$ cat config.mk
export PLATFORM = sky130hd
export DESIGN_NAME = unix_time_load_ctrl
export DESIGN_NICKNAME = d
export VERILOG_FILES = /design/src/rtl/unix_time_load_ctrl.sv
export SDC_FILE = /design/constraint.sdc
export NUM_CORES = 1
export LEC_CHECK = 0
export BUFFER_PORTS_ARGS = -buffer_cell sky130_fd_sc_hd__buf_2
export CELL_PAD_IN_SITES_DETAIL_PLACEMENT = 2
export CELL_PAD_IN_SITES_GLOBAL_PLACEMENT = 2
export CORE_MARGIN = 3
export CORE_UTILIZATION = 22
export DETAILED_ROUTE_END_ITERATION = 12
export MAX_ROUTING_LAYER = met4
export PLACE_DENSITY = 0.84
export SYNTH_ARGS = -nofsm -noshare
export SYNTH_HDL_FRONTEND = slang
export SYNTH_SLANG_ARGS = --single-unit
$ cat constraint.sdc
create_clock -name clk -period 1.33 [get_ports clk]
set_input_delay 0.266 -clock clk [delete_from_list [all_inputs] [get_ports clk]]
set_output_delay 0.266 -clock clk [all_outputs]
set_load 0.01 [all_outputs]
$ cat src/rtl/unix_time_load_ctrl.sv
// Load/run controller for the 64-bit Unix-seconds counter.
// Arbitrates two load requesters round-robin and holds the counter frozen while a value is loaded.
module unix_time_load_ctrl #(
    parameter int N           = 64,
    parameter int HOLD_CYCLES = 2
) (
    input  logic         clk,
    input  logic         reset,
    input  logic         req_a,
    input  logic [N-1:0] data_a,
    output logic         ack_a,
    input  logic         req_b,
    input  logic [N-1:0] data_b,
    output logic         ack_b,
    input  logic         pause,
    output logic         counter_load_n,
    output logic         counter_go,
    output logic [N-1:0] counter_set,
    output logic         busy,
    output logic         last_grant
);

    // A zero hold would leave no load pulse at all, so it is raised to one cycle.
    localparam int         HOLD      = (HOLD_CYCLES < 1) ? 1 : ((HOLD_CYCLES > 15) ? 15 : HOLD_CYCLES);
    localparam logic [3:0] HOLD_LAST = 4'(HOLD - 1);

    typedef enum logic [1:0] {
        IDLE,
        LOAD,
        ACK,
        WAIT_DROP
    } state_t;

    state_t         state_q, state_d;
    logic [3:0]     hold_cnt_q, hold_cnt_d;
    logic           load_n_q, load_n_d;
    logic           go_q, go_d;
    logic [N-1:0]   set_q, set_d;
    logic           ack_a_q, ack_a_d;
    logic           ack_b_q, ack_b_d;
    logic           busy_q, busy_d;
    logic           last_q, last_d;
    logic           grant_b;
    logic           req_owner;

    always_comb begin
        state_d    = state_q;
        hold_cnt_d = hold_cnt_q;
        load_n_d   = load_n_q;
        go_d       = go_q;
        set_d      = set_q;
        ack_a_d    = 1'b0;
        ack_b_d    = 1'b0;
        last_d     = last_q;
        // last_q names the owner of the load in flight once a grant has been made.
        req_owner  = last_q ? req_b : req_a;
        grant_b    = req_b && (!req_a || !last_q);

        case (state_q)
            IDLE: begin
                if (req_a || req_b) begin
                    last_d     = grant_b;
                    set_d      = grant_b ? data_b : data_a;
                    load_n_d   = 1'b0;
                    go_d       = 1'b0;
                    hold_cnt_d = HOLD_LAST;
                    state_d    = LOAD;
                end else begin
                    go_d = !pause;
                end
            end
            LOAD: begin
                if (hold_cnt_q == 4'd0) begin
                    load_n_d = 1'b1;
                    go_d     = !pause;
                    ack_a_d  = !last_q;
                    ack_b_d  = last_q;
                    state_d  = ACK;
                end else begin
                    hold_cnt_d = hold_cnt_q - 4'd1;
                end
            end
            ACK: begin
                go_d    = !pause;
                state_d = WAIT_DROP;
            end
            WAIT_DROP: begin
                go_d = !pause;
                // The owner must release before the other requester can be arbitrated.
                if (!req_owner) begin
                    state_d = IDLE;
                end
            end
            default: state_d = IDLE;
        endcase

        busy_d = (state_d != IDLE);
    end

    always_ff @(posedge clk) begin
        if (reset) begin
            state_q    <= IDLE;
            hold_cnt_q <= 4'd0;
            load_n_q   <= 1'b1;
            go_q       <= 1'b0;
            set_q      <= '0;
            ack_a_q    <= 1'b0;
            ack_b_q    <= 1'b0;
            busy_q     <= 1'b0;
            last_q     <= 1'b1;
        end else begin
            state_q    <= state_d;
            hold_cnt_q <= hold_cnt_d;
            load_n_q   <= load_n_d;
            go_q       <= go_d;
            set_q      <= set_d;
            ack_a_q    <= ack_a_d;
            ack_b_q    <= ack_b_d;
            busy_q     <= busy_d;
            last_q     <= last_d;
        end
    end

    assign counter_load_n = load_n_q;
    assign counter_go     = go_q;
    assign counter_set    = set_q;
    assign ack_a          = ack_a_q;
    assign ack_b          = ack_b_q;
    assign busy           = busy_q;
    assign last_grant     = last_q;

endmodule

# --- Word level (Yosys, flattened, before mapping) ---
# Cells that the tools add are included.
classes:
  add_sub_neg: 1
  n_eq_ne: 6
  muxes: 15
  bitwise_logic: 2
  n_reduce_logical: 15
ops:
  columns: ["op", "count"]
  rows:
  - ["2-to-1 mux 64 bit", 1]
  - ["2-to-1 mux 4 bit", 2]
  - ["case mux 2 bit (4 select lines)", 1]
  - ["case mux 4 bit (2 select lines)", 1]
  - ["2-to-1 mux 2 bit", 3]
  - ["!= test 2 bit, second input constant", 3]
  - ["AND reduction 3 bit", 2]
  - ["2-to-1 mux 1 bit", 5]
  - ["== test 2 bit, second input constant", 2]
  - ["logical NOT 4 bit", 1]
  - ["nonzero test 2 bit", 2]
  - ["subtractor 4 x 1 -> 4 bit, second input constant", 1]
  - ["logical NOT 1 bit", 3]
  - ["case mux 1 bit (3 select lines)", 1]
  - ["OR reduction 3 bit", 1]
  - ["== test 2 x 1 -> 1 bit, second input constant", 1]
  - ["logical NOT 2 bit", 1]
  - ["logical OR 1 bit", 2]
  - ["NOT 1 bit", 2]
  - ["case mux 1 bit (2 select lines)", 1]
  - ["AND reduction 2 bit", 1]
  - ["OR reduction 2 bit", 1]
  - ["logical AND 1 bit", 1]
word_totals:
  register_bits: 76
  in_bits: 133
  output_inout_bits: 70
  wordCells: 48

# --- Logic depth before layout (Yosys ltp) ---
depth:
  word_depth: 4
  ltp_mapped: 5
  mapped_depth_nobuf: 5

# --- Least setup slack after synthesis ---
# Ideal clock, no wire load.
synth_timing:
  path_type: "reg2reg"
  from: "register hold_cnt_q[0]"
  to: "register go_q, in the netlist counter_go"
  setup_ns: 0.070
  arrival_time_ns: 1.392
  t_required_ns: 1.260
  slack_ns: -0.132
  stages_incl_launch_ff: 6
  n_path_buf: 0
  synth_period_minus_slack_ns: 1.462
  cell_sequence: "dfxtp_1 -> inv_1 -> ha_1 -> or3b_2 -> a221o_1 -> a21oi_1"
synth_via:
  elab_chain_cells: 2
synth_lines:
  columns: ["item", "line_no", "text"]
  rows:
  - ["start: declaration", "35", "logic [3:0] hold_cnt_q, hold_cnt_d;"]
  - ["start signal: assignment", "113", "hold_cnt_q <= hold_cnt_d;"]
  - ["logical NOT 4 bit", "73", "if (hold_cnt_q == 4'd0) begin"]
  - ["!= test 2 bit (no source line)", null, null]
  - ["end signal: assignment", "115", "go_q <= go_d;"]
  - ["end: declaration", "37", "logic go_q, go_d;"]
# No other way between the ends.
# A chain may end at the register's enable or synchronous reset.

# --- Worst setup path in the final report ---
layout_timing:
  from: "register hold_cnt_q[1]"
  to: "register hold_cnt_q[3]"
layout_via:
  elab_chain_cells: 3
  elab_cells_between_ends: 6
  cone_classes: "add/sub: 1; eq/ne: 1; mux: 2; reduce/logical: 2"
layout_lines:
  columns: ["item", "line_no"]
  rows:
  - ["subtractor 4 x 1 -> 4 bit / logical NOT 4 bit (equally long branches)", "80, 73"]
  - ["2-to-1 mux 4 bit / != test 2 bit (equally long branches)", null]
  - ["case mux 4 bit (2 select lines) / AND reduction 3 bit (equally long branches)", null]
# Several ways; a longest one is shown, not always the timed one. The select of a mux whose other input is x is not followed.

==> flow_summary.json <==
{
  "status": "finished with violations",
  "violations": "setup timing",
  "yosys-top-cells-count": "76 x dfxtp_1, 64 x mux2i_1, 54 x o2bb2ai_1",
  "worstPathRequired_ns": 1.59,
  "grt_pass1_wl_mm": 19.11,
  "max_freq_mhz": 696.2,
  "post_synth.cell_area_avg_um2": 11.86,
  "cp_slowest_cell": "or4_4",
  "n_fill_cell": 1538,
  "area_growth_pct": 66.47,
  "clock_latency_ns": 0.34,
  "htree_num_levels": 3,
  "hold_viol_final": 0,
  "worstSetupEndpointType": "flop",
  "fp.dieW_um": 127.8,
  "leakagePower_uw": 0.002410,
  "synth_edf_count": 0,
  "post-place-ws_ns": -0.1473,
  "grt_usage": 0.1518,
  "crit_path_start_kind": "flop",
  "synth_cells": 275,
  "nets": 638,
  "min_path_type": "in2reg",
  "ys_seq_elements": 76,
  "syn_nets": 410,
  "dr.pass1.iters": 4,
  "antenna_cells": 0,
  "path_delay_family": "simple AND/OR/NAND/NOR gates",
  "multi_input_area_um2": 1882,
  "cp_num_buf_inv": 1,
  "route.vias.total": 3223,
  "drt-vias-per-instance": 4.698,
  "cts.path.max_buffers": 2,
  "ant_nets": 0,
  "initial_utilization": 0.2297,
  "drive_gt1_frac": 0.6324,
  "finalNonFillerCells": 686,
  "drt-initial-drc-count": 87,
  "cts_sinks": 76,
  "yosys.cell_count.top_type": "dfxtp_1",
  "whs_ns": 0.2035,
  "relSlewSlack": 0.7232,
  "gp_congestion": 0.7449,
  "worst-setup-path-type": "reg2reg",
  "cts_inserted_buffers": 9,
  "routedWlPerCell_um": 19.71,
  "post-route-util": 0.3823,
  "critical_path.max_fanout": 4,
  "fin_crit_sh": 1.080,
  "yosys.area.top_type": "dfxtp_1",
  "clkTransAtPathRegs_ns": 0.06,
  "setup_violations": 52,
  "ir_drop_mv": 0.5075,
  "yosys_warnings": 0,
  "fin_total_pwr_uw": 8016,
  "clock_skew_ns": 0.01340,
  "fin_crit_ns": 1.436,
  "dp.cells": 661,
  "drc": 0,
  "path_cells": "inv_2, ha_4, nor3b_4, or4_4, a21oi_2",
  "synth.top_cell.area_share": 0.4664,
  "ctsRootBufferMaster": "clkbuf_16",
  "grt_antenna_before_repair": 0,
  "io-pin-count": 203,
  "yosys_most_used_dff": "dfxtp_1",
  "fp.coreArea_um2": 14200,
  "hpwlAfterDp_mm": 9.253,
  "slowest_delay_ns": 0.52,
  "worst_pin_slew_ns": 0.4109,
  "seq_area_um2": 1530,
  "synth_area_leaders": "dfxtp_1 47%, mux2i_1 20%, o2bb2ai_1 14%",
  "slew_viol_final": 0,
  "place.port_buffers": 202,
  "grt_remaining_overflow": 0,
  "die_h_um": 127.8,
  "dieArea_um2": 16320,
  "seq_area_frac_synth": 0.4664,
  "std_cell_rows": 43,
  "drt_wl_total_mm": 13.52,
  "synth_cell_types": 33,
  "maxCapViolations": 0,
  "grt_setup_unrepaired": "yes",
  "setup_slack_ns": -0.1064,
  "grt_pass1_vias": 3506,
  "power.density_nw_per_um2": 1476,
  "grt_max_degree": 35,
  "tritoncts": "built",
  "arrival_ns": 1.70,
  "syn_area_um2": 3262,
  "ys_async_sr_fraction": 0
}
==> flip-flops by register name, summed over array words and instances (netlist names) <==
signal / flops
ack_a: 1
busy: 1
counter_load_n: 1
counter_set: 64
last_grant: 1
ack_b: 1
counter_go: 1
state_q: 2
hold_cnt_q: 4
==> report_power, final <==
group / internal [µW] / total [µW] / leakage, µW / switching [µW]
Sequential: 2720 / 3000 / 0.000628 / 282
Combinational: 1390 / 2830 / 0.00166 / 1440
Clock: 1290 / 2180 / 0.000125 / 892
==> tightest hold or removal path: stages <==
cell	delay, ns
buf_2	0.08
mux2i_1	0.05
o2bb2ai_1	0.11
==> through the flow <==
step                      setup TNS (ns)  area (µm²)
after global routing              -6.777        5430
after detailed placement          -5.670        4653
final                             -1.489        5430
after global placement            -1.908        4653
after floorplan                 -0.01739        3291
after CTS                         -3.455        5167
==> per-layer routing <==
metal,vias to the layer above,global-route usage,part of all wire
li1,1506,-,-
met1,1566,0.1652,0.38
met2,136,0.2723,0.54
met3,15,0.03625,0.067
met4,0,0.04806,0.017
met5,-,-,0
==> area by class of cell <==
type                       instances  share of cell area
timing repair buffer             238              0.2786
sequential                        76              0.2818
multi-input combinational        173              0.3465
clock inverter                     2            0.002304
inverter                           5            0.003917
tap                              180             0.04147
clock buffer                      12             0.04539
==> final timing paths <==
kind,cells past startpoint,slack (ns),endpoint,startpoint
max reg2reg,5,-0.11,hold_cnt_q[3],hold_cnt_q[1]
min,3,0.20,counter_set[62],data_a[62]
max,5,-0.11,hold_cnt_q[3],hold_cnt_q[1]
min reg2reg,1,0.45,counter_set[56],counter_set[56]
==> cells in the final DEF (no fill, tap or decap), drive strengths merged <==
cell type	instances
o2bb2ai	64
mux2i	64
clkinv	1
inv	5
a21boi	1
or3	2
dfxtp	76
mux2	1
or3b	1
ha	2
o21ai	6
nor3b	2
clkinvlp	1
a21oi	8
a31oi	2
and3	1
nand2	3
a211oi	1
nor3	2
nand3	3
or4	2
nor2	2
o221ai	1
or2	2
nor2b	1
a221o	1
nand2b	1
clkbuf	14
buf	236
==> kinds of logic (layout without fill, tap and decap cells) <==
group                    count (synthesis)  count (layout)  synth area share
flip-flops                              76              76            0.4664
AO/OA/AOI/OAI                           84              84            0.2301
multiplexers                            65              65            0.1998
adder cells (fa/ha/maj)                  2               2          0.007670
buffers and inverters                   26             257           0.05485
AND/OR/NAND/NOR                         22              22           0.04105
==> what timing repair did <==
action	in CTS	in global routing
gates resized for setup	37	54
buffers inserted	9	0
hold buffers	0	0
setup endpoints to repair	48	76
cloned	2	3
pin swaps	6	14
Power figures use the tool's default switching activity.
